<file path="src/rtl/fetch_pkg.sv">
// Shared types and constants for the instruction fetch/align path.
package fetch_pkg;

    localparam int unsigned XLEN = 32;
    localparam int unsigned HW_W = 16;
    localparam logic [1:0]  OPC_FULL = 2'b11;

    typedef logic [HW_W-1:0] hword_t;

    typedef enum logic [1:0] {
        IDLE = 2'd0,
        WAIT = 2'd1,
        DROP = 2'd2
    } fetch_state_e;

    // A halfword starts a 16-bit instruction unless its low opcode bits are 2'b11.
    function automatic logic hw_is_comp(input hword_t h);
        return h[1:0] != OPC_FULL;
    endfunction

endpackage

</file>
<file path="src/rtl/fetch_align_buffer_if.sv">
// Redirect, instruction-memory and aligned-instruction signals of the fetch unit.
interface fetch_align_buffer_if;
    import fetch_pkg::*;

    logic            flush;
    logic [XLEN-1:0] redirect_pc;
    logic            mem_req;
    logic [XLEN-1:0] mem_addr;
    logic            mem_rvalid;
    logic [XLEN-1:0] mem_rdata;
    logic            inst_valid;
    logic            inst_ready;
    logic [XLEN-1:0] inst_out;
    logic [XLEN-1:0] inst_pc;
    logic            inst_is_comp;

    modport master (
        input  flush, redirect_pc, mem_rvalid, mem_rdata, inst_ready,
        output mem_req, mem_addr, inst_valid, inst_out, inst_pc, inst_is_comp
    );

    modport slave (
        output flush, redirect_pc, mem_rvalid, mem_rdata, inst_ready,
        input  mem_req, mem_addr, inst_valid, inst_out, inst_pc, inst_is_comp
    );

endinterface

</file>
<file path="src/rtl/fetch_hw_queue.sv">
// Four-entry halfword FIFO accepting and releasing up to two halfwords per cycle.
module fetch_hw_queue
    import fetch_pkg::*;
(
    input  logic       clk,
    input  logic       rst_n,
    input  logic       clr,
    input  logic [1:0] push_n,
    input  hword_t     push_d0,
    input  hword_t     push_d1,
    input  logic [1:0] pop_n,
    output hword_t     head,
    output hword_t     head1,
    output logic [2:0] count
);

    localparam int unsigned DEPTH = 4;
    localparam int unsigned PTR_W = 2;

    hword_t             mem [DEPTH];
    logic [PTR_W-1:0]   rd_ptr;
    logic [PTR_W-1:0]   wr_ptr;

    assign head  = mem[rd_ptr];
    assign head1 = mem[rd_ptr + PTR_W'(1)];

    // push_d0 lands first; the caller never pushes past four entries
    always_ff @(posedge clk or negedge rst_n) begin
        if (!rst_n) begin
            rd_ptr <= '0;
            wr_ptr <= '0;
            count  <= '0;
            for (int i = 0; i < DEPTH; i++) mem[i] <= '0;
        end else if (clr) begin
            rd_ptr <= '0;
            wr_ptr <= '0;
            count  <= '0;
        end else begin
            if (push_n != 2'd0) mem[wr_ptr] <= push_d0;
            if (push_n == 2'd2) mem[wr_ptr + PTR_W'(1)] <= push_d1;
            wr_ptr <= wr_ptr + PTR_W'(push_n);
            rd_ptr <= rd_ptr + PTR_W'(pop_n);
            count  <= count + 3'(push_n) - 3'(pop_n);
        end
    end

endmodule

</file>
<file path="src/rtl/fetch_align_buffer.sv">
// Fetches 32-bit words, buffers halfwords and presents aligned 16/32-bit instructions.
module fetch_align_buffer
    import fetch_pkg::*;
#(
    parameter logic [31:0] RESET_PC = 32'h0000_0000
) (
    input  logic                 clk,
    input  logic                 rst_n,
    fetch_align_buffer_if.master bus
);

    fetch_state_e    state;
    fetch_state_e    state_nxt;
    logic [XLEN-1:0] fetch_pc;
    logic [XLEN-1:0] fetch_pc_nxt;
    logic            skip_hw;
    logic            skip_hw_nxt;
    logic [XLEN-1:0] inst_pc;
    logic            mem_req_c;
    logic [1:0]      push_n;
    logic [1:0]      pop_n;
    hword_t          head;
    hword_t          head1;
    logic [2:0]      count;
    logic            head_comp;
    logic            avail;
    logic            out_valid;

    fetch_hw_queue u_queue (
        .clk     (clk),
        .rst_n   (rst_n),
        .clr     (bus.flush),
        .push_n  (push_n),
        .push_d0 (skip_hw ? bus.mem_rdata[31:16] : bus.mem_rdata[15:0]),
        .push_d1 (bus.mem_rdata[31:16]),
        .pop_n   (pop_n),
        .head    (head),
        .head1   (head1),
        .count   (count)
    );

    // Zero-latency output path straight off the queue head
    assign head_comp = hw_is_comp(head);
    assign avail     = (count >= 3'd2) || ((count != 3'd0) && head_comp);
    assign out_valid = avail && !bus.flush;

    assign bus.inst_valid   = out_valid;
    assign bus.inst_is_comp = out_valid && head_comp;
    assign bus.inst_out     = !out_valid ? '0
                            : head_comp  ? {HW_W'(0), head}
                            :              {head1, head};
    assign bus.inst_pc      = inst_pc;
    assign bus.mem_addr     = fetch_pc;
    assign bus.mem_req      = mem_req_c && rst_n;

    assign pop_n = (out_valid && bus.inst_ready) ? (head_comp ? 2'd1 : 2'd2) : 2'd0;

    always_ff @(posedge clk or negedge rst_n) begin
        if (!rst_n) begin
            state    <= IDLE;
            fetch_pc <= {RESET_PC[31:2], 2'b00};
            skip_hw  <= RESET_PC[1];
        end else begin
            state    <= state_nxt;
            fetch_pc <= fetch_pc_nxt;
            skip_hw  <= skip_hw_nxt;
        end
    end

    // Request only while two free slots remain, so a returning word always fits
    always_comb begin
        state_nxt    = state;
        fetch_pc_nxt = fetch_pc;
        skip_hw_nxt  = skip_hw;
        mem_req_c    = 1'b0;
        push_n       = 2'd0;
        unique case (state)
            IDLE: begin
                if (!bus.flush && (count <= 3'd2)) begin
                    mem_req_c = 1'b1;
                    state_nxt = WAIT;
                end
            end
            WAIT: begin
                if (bus.flush) begin
                    state_nxt = bus.mem_rvalid ? IDLE : DROP;
                end else if (bus.mem_rvalid) begin
                    push_n       = skip_hw ? 2'd1 : 2'd2;
                    skip_hw_nxt  = 1'b0;
                    fetch_pc_nxt = fetch_pc + XLEN'(4);
                    state_nxt    = IDLE;
                end
            end
            DROP: begin
                if (bus.mem_rvalid) state_nxt = IDLE;
            end
            default: state_nxt = IDLE;
        endcase
        if (bus.flush) begin
            fetch_pc_nxt = bus.redirect_pc & ~XLEN'(3);
            skip_hw_nxt  = bus.redirect_pc[1];
        end
    end

    // Address of the instruction at the queue head
    always_ff @(posedge clk or negedge rst_n) begin
        if (!rst_n) begin
            inst_pc <= {RESET_PC[31:1], 1'b0};
        end else if (bus.flush) begin
            inst_pc <= bus.redirect_pc & ~XLEN'(1);
        end else if (pop_n != 2'd0) begin
            inst_pc <= inst_pc + XLEN'({pop_n, 1'b0});
        end
    end

endmodule
</file>
<file path="src/flat_wrapper.sv">
// flat-port wrapper written by rule: the top's interface ports become plain ports
module fetch_align_buffer_flat import fetch_pkg::*;
#(
    parameter logic [31:0] RESET_PC = 32'h0000_0000
)
  (clk, rst_n, bus_flush, bus_redirect_pc, bus_mem_rvalid, bus_mem_rdata, bus_inst_ready, bus_mem_req, bus_mem_addr, bus_inst_valid, bus_inst_out, bus_inst_pc, bus_inst_is_comp);
  fetch_align_buffer_if bus_i ();
  input  logic clk;
  input  logic rst_n;
  input wire logic [$bits(bus_i.flush)-1:0] bus_flush;
  input wire logic [$bits(bus_i.redirect_pc)-1:0] bus_redirect_pc;
  input wire logic [$bits(bus_i.mem_rvalid)-1:0] bus_mem_rvalid;
  input wire logic [$bits(bus_i.mem_rdata)-1:0] bus_mem_rdata;
  input wire logic [$bits(bus_i.inst_ready)-1:0] bus_inst_ready;
  output wire logic [$bits(bus_i.mem_req)-1:0] bus_mem_req;
  output wire logic [$bits(bus_i.mem_addr)-1:0] bus_mem_addr;
  output wire logic [$bits(bus_i.inst_valid)-1:0] bus_inst_valid;
  output wire logic [$bits(bus_i.inst_out)-1:0] bus_inst_out;
  output wire logic [$bits(bus_i.inst_pc)-1:0] bus_inst_pc;
  output wire logic [$bits(bus_i.inst_is_comp)-1:0] bus_inst_is_comp;
  assign bus_i.flush = bus_flush;
  assign bus_i.redirect_pc = bus_redirect_pc;
  assign bus_i.mem_rvalid = bus_mem_rvalid;
  assign bus_i.mem_rdata = bus_mem_rdata;
  assign bus_i.inst_ready = bus_inst_ready;
  assign bus_mem_req = bus_i.mem_req;
  assign bus_mem_addr = bus_i.mem_addr;
  assign bus_inst_valid = bus_i.inst_valid;
  assign bus_inst_out = bus_i.inst_out;
  assign bus_inst_pc = bus_i.inst_pc;
  assign bus_inst_is_comp = bus_i.inst_is_comp;
  fetch_align_buffer #(.RESET_PC(RESET_PC)) u_core (.clk(clk), .rst_n(rst_n), .bus(bus_i));
endmodule
</file>
<file path="config.mk">
export PLATFORM = sky130hd
export DESIGN_NAME = fetch_align_buffer_flat
export DESIGN_NICKNAME = d
export VERILOG_FILES = /design/src/rtl/fetch_pkg.sv /design/src/rtl/fetch_align_buffer_if.sv /design/src/rtl/fetch_hw_queue.sv /design/src/rtl/fetch_align_buffer.sv /design/src/flat_wrapper.sv
export SDC_FILE = /design/constraint.sdc
export NUM_CORES = 1
export LEC_CHECK = 0
export CORE_MARGIN = 2
export CORE_UTILIZATION = 48
export DETAILED_ROUTE_END_ITERATION = 8
export GPL_ROUTABILITY_DRIVEN = 0
export GPL_TIMING_DRIVEN = 0
export PLACE_DENSITY = 0.87
export SYNTH_ARGS = -nofsm -noshare
export SYNTH_HDL_FRONTEND = slang
export SYNTH_SLANG_ARGS = --single-unit
</file>
<file path="constraint.sdc">
create_clock -name clk -period 4 [get_ports clk]
set_input_delay 1.2 -clock clk [delete_from_list [all_inputs] [get_ports clk]]
set_output_delay 1.2 -clock clk [all_outputs]
set_load 0.02 [all_outputs]
</file>
==> implementation parameters <==
Parameter                              Value

Outcome
  Status    complete, no violations

Synth
  Synthesized instance count    approximately 880
  Post-Synthesis Cell Area    between 8000 and 9000 µm²
  Area share of the leading cell type in the synthesized netlist    slightly below 40%
  Count of flip-flops with a built-in enable after synthesis    0
  Flip-flop and latch count after synthesis    135
  Most used DFF post-synth    sky130_fd_sc_hd__dfrtp_1
  Synth async-reset ratio    100%
  Library cell occupying the most area in the post-synthesis netlist    sky130_fd_sc_hd__dfrtp_1
  Sequential element share of the synthesized area    about two fifths
  Top area cells in the synthesized netlist    sky130_fd_sc_hd__dfrtp_1 39%, sky130_fd_sc_hd__mux4_2 7.5%, sky130_fd_sc_hd__o22a_1 4.9%
  Synthesized area divided by synthesized cell count    between 9 and 10 µm²
  YS warnings    0
  Post-synth cell types    a little over 60

Clocking
  Worst-Skew Late Latency    between 400 and 500 ps
  CTS tree    yes
  # H-tree levels    4
  Clock input transition at the sequential cells of the worst setup and hold paths    around 60 ps
  Clock tree sinks    roughly 140
  Clock tree root buffer cell    sky130_fd_sc_hd__clkbuf_16
  Number of CTS-inserted buffers    17
  Buffer depth of the longest clock path    2

Die
  Area of the core    around 18000 µm²
  IO Count    around 170
  Die height    ~140 µm
  Rows    49
  Chip Width    between 100 and 150 µm
  Initial standard-cell utilization of the core    around 49%
  Floorplan die area    19100 µm²

Placement
  Buffers on Ports    146
  Pre-CTS worst setup slack    -931 ps
  DP HPWL    19800 µm

Critical path
  Worst setup SP type    primary input
  Crit path buffers/inverters    2
  Data required time at the worst endpoint    2800 ps
  Signal arrival time at the worst endpoint    about 2700 ps
  Critical path peak fanout    9
  Kind of capture point of the worst setup path    output port
  Crit path max-delay family    buffers and inverters
  CP max-delay cell    sky130_fd_sc_hd__clkdlybuf4s50_1
  Delay of the slowest cell on the worst path    620 ps
  CP cell instances    buf_2 -> or3_4 -> nor2b_1 -> clkdlybuf4s50_1
  Worst Setup Path Type    primary input to output port

STA
  Final hold violation count    0
  Endpoints failing setup    0
  Maximum clock frequency    between 0.2 and 0.3 GHz
  Post-route setup TNS    0 ps
  Final worst-path setup slack    around 92 ps
  Final critical-path required period    just under 4000 ps
  Period utilization    between 90% and 100%
  Setup clock skew after layout    11.9 ps
  Rel. slew slack    between 50 and 60%
  Final Slew Violations    0
  Worst Max-Slew Pin Slew    just over 700 ps

Drt
  Detailed-routing iteration count for the pre-antenna-repair pass    8
  Via Count    8703
  Routed via count divided by cell count    ~6.7
  Number of DRC markers after the initial detailed-route iteration    ~1300
  Post-detailed-routing wire length    29300 µm
  Post-detailed-route DRC marker count    0
  WL per Instance    between 20 and 25 µm
  Final antenna-violating net count    0

Job
  Number of max-cap violations    0

Global route
  Maximum number of pins on one net before global-route repair    around 50
  Overall Global Routing Usage    a little under a third
  Number of global-route vias before repair    approximately 8500
  Global-route wire length before repair    approximately 46000 µm
  Initial antenna violation count    1
  Overflow left after global routing    0

Finish
  FF/Latch Area    between 3000 and 4000 µm²
  Layout net count    between 1000 and 1500
  Count of filler cells inserted in the layout    approximately 1400
  Number of diodes    0
  Fin util    a little over three fifths
  Fraction of layout instances using a drive strength above 1    13.1%
  Area of the multi-input gates    4870 µm²
  Synthesis-to-layout area growth    29.2%

Pwr
  Pwr dens    around 520 nW/µm²
  Worst IR drop on VDD    0.000353 V
  Leak Pwr    ~0.0044 µW

Min path
  Worst hold path type    flop to flop
[final timing paths]
path                                               start  slack (ps)                endpoint  cells after the start
worst min register to register    u_core.u_queue.mem[13]         510  u_core.u_queue.mem[13]                      1
min in group asynchronous                          rst_n         650  u_core.u_queue.mem[26]                      1
worst max register to register  u_core.u_queue.rd_ptr[1]         200  u_core.bus.inst_pc[13]                     14
worst max-delay path                           bus_flush          90        bus_inst_out[20]                      4
worst min-delay path              u_core.u_queue.mem[13]         510  u_core.u_queue.mem[13]                      1
max in group asynchronous                          rst_n        2630  u_core.u_queue.mem[63]                      2
[worst register-to-register path: cells and delay by family (launching register included)]
family                   cells  cell delay, ps
flip-flops                   1             360
adder cells (fa/ha/maj)      2             470
AO/OA/AOI/OAI                4             790
AND/OR/NAND/NOR              5            1210
multiplexers                 1             570
buffers and inverters        2             290
[layout by cell type (no fill, tap or decap), types with 4 or more instances in the layout]
cell	netlist	routed
sky130_fd_sc_hd__dfrtp_1	135	135
sky130_fd_sc_hd__clkdlybuf4s50_1	0	116
sky130_fd_sc_hd__nor2_1	72	71
sky130_fd_sc_hd__o22ai_1	64	64
sky130_fd_sc_hd__a21oi_1	62	60
sky130_fd_sc_hd__clkbuf_1	65	59
sky130_fd_sc_hd__o22a_1	48	48
sky130_fd_sc_hd__xnor2_1	42	42
sky130_fd_sc_hd__o21ai_0	39	39
sky130_fd_sc_hd__mux2_2	32	32
sky130_fd_sc_hd__mux4_2	29	29
sky130_fd_sc_hd__dlygate4sd2_1	0	22
sky130_fd_sc_hd__inv_1	21	21
sky130_fd_sc_hd__nor2b_1	20	20
sky130_fd_sc_hd__and2_1	19	19
sky130_fd_sc_hd__nor4_1	18	17
sky130_fd_sc_hd__o21a_1	17	17
sky130_fd_sc_hd__clkbuf_16	0	17
sky130_fd_sc_hd__nand2_1	17	16
sky130_fd_sc_hd__and3_1	14	14
sky130_fd_sc_hd__nand3_1	12	12
sky130_fd_sc_hd__nor3_1	12	11
sky130_fd_sc_hd__buf_1	14	11
sky130_fd_sc_hd__nand4_1	10	10
sky130_fd_sc_hd__mux2i_1	8	8
sky130_fd_sc_hd__xor2_1	8	8
sky130_fd_sc_hd__buf_2	6	7
sky130_fd_sc_hd__a311oi_1	7	7
sky130_fd_sc_hd__buf_4	3	7
sky130_fd_sc_hd__nand2b_1	6	6
sky130_fd_sc_hd__and4_1	6	6
sky130_fd_sc_hd__o31a_1	6	6
sky130_fd_sc_hd__o211ai_1	6	6
sky130_fd_sc_hd__ha_1	7	6
sky130_fd_sc_hd__clkbuf_2	0	4
sky130_fd_sc_hd__o2111ai_1	4	4
sky130_fd_sc_hd__bufinv_16	0	4
sky130_fd_sc_hd__clkinv_4	0	4
[registers in the layout (all words and copies together) (netlist names)]
register               count
u_core.skip_hw             1
u_core.state               2
u_core.u_queue.wr_ptr      2
u_core.u_queue.count       3
u_core.u_queue.rd_ptr      2
u_core.u_queue.mem        64
u_core.bus.inst_pc        31
u_core.bus.mem_addr       30
[cells by family after synthesis]
kind of cell	Yosys count	share of synthesized area, %
compound gates	276	21.4
other cells	1	0.0433
mux	72	13.5
buf+inv	112	5.33
fa+ha+maj	10	1.71
flops	135	39.0
simple gates	223	13.9
xor+xnor	50	5.06
[where the power goes]
part / total [µW] / internal [µW] / switching [µW]
clock network: 1710 / 1050 / 662
registers: 1970 / 1670 / 301
logic: 2110 / 1040 / 1080
[metrics by stage]
stage                     hold WS [ps]  total power (µW)  cells  instance area [µm²]
after floorplan                    472              3240    881                 8660
after global placement             485              3960   1256                10400
after detailed placement           502              4030   1257                10400
after CTS                          515              5740   1292                11100
after global routing               530              6020   1293                11200
final                              514              5800   1293                11200
[synthesized netlist by cell type, types with 4 or more instances]
cell                        number
sky130_fd_sc_hd__buf_1          14
sky130_fd_sc_hd__nand3_1        12
sky130_fd_sc_hd__buf_2           6
sky130_fd_sc_hd__o31a_1          6
sky130_fd_sc_hd__and4_1          6
sky130_fd_sc_hd__nand2_1        17
sky130_fd_sc_hd__a311oi_1        7
sky130_fd_sc_hd__mux4_2         29
sky130_fd_sc_hd__o211ai_1        6
sky130_fd_sc_hd__nor2_1         72
sky130_fd_sc_hd__mux2i_1         8
sky130_fd_sc_hd__o2111ai_1       4
sky130_fd_sc_hd__o22ai_1        64
sky130_fd_sc_hd__nor2b_1        20
sky130_fd_sc_hd__mux2_2         32
sky130_fd_sc_hd__o21ai_0        39
sky130_fd_sc_hd__xnor2_1        42
sky130_fd_sc_hd__and2_1         19
sky130_fd_sc_hd__a21oi_1        62
sky130_fd_sc_hd__nor4_1         18
sky130_fd_sc_hd__nand4_1        10
sky130_fd_sc_hd__or3_1           4
sky130_fd_sc_hd__o21a_1         17
sky130_fd_sc_hd__nand2b_1        6
sky130_fd_sc_hd__clkbuf_1       65
sky130_fd_sc_hd__dfrtp_1       135
sky130_fd_sc_hd__xor2_1          8
sky130_fd_sc_hd__o22a_1         48
sky130_fd_sc_hd__ha_1            7
sky130_fd_sc_hd__inv_1          21
sky130_fd_sc_hd__and3_1         14
sky130_fd_sc_hd__nor3_1         12
[routing by layer]
metal	part of all wire, %	global-route usage (%)	up-vias
met3	12	8.11	150
met1	37	39.6	4181
met5	0	0	-
li1	-	-	3631
met4	3.9	12.4	0
met2	47	48.5	741
[cell type report]
cell class,count,share of cell area [%]
well taps,229,2.56
inverters,21,0.705
plain buffers,90,3.67
flip-flops and latches,135,30.2
multi-input cells,634,43.5
repair buffers,152,13.7
clock buffers,18,3.84
clock inverters,14,1.79
[timing repair]
| item | CTS | global route |
|---|---|---|
| hold endpoints to repair | 0 | 0 |
| gates cloned | 1 | 0 |
| pin swaps | 1 | 2 |
| gates resized for setup | 42 | 20 |
| setup endpoints to repair | 58 | 25 |
| setup buffers | 3 | 1 |
| hold buffers | 0 | 0 |
(Power assumes the default switching activity.)
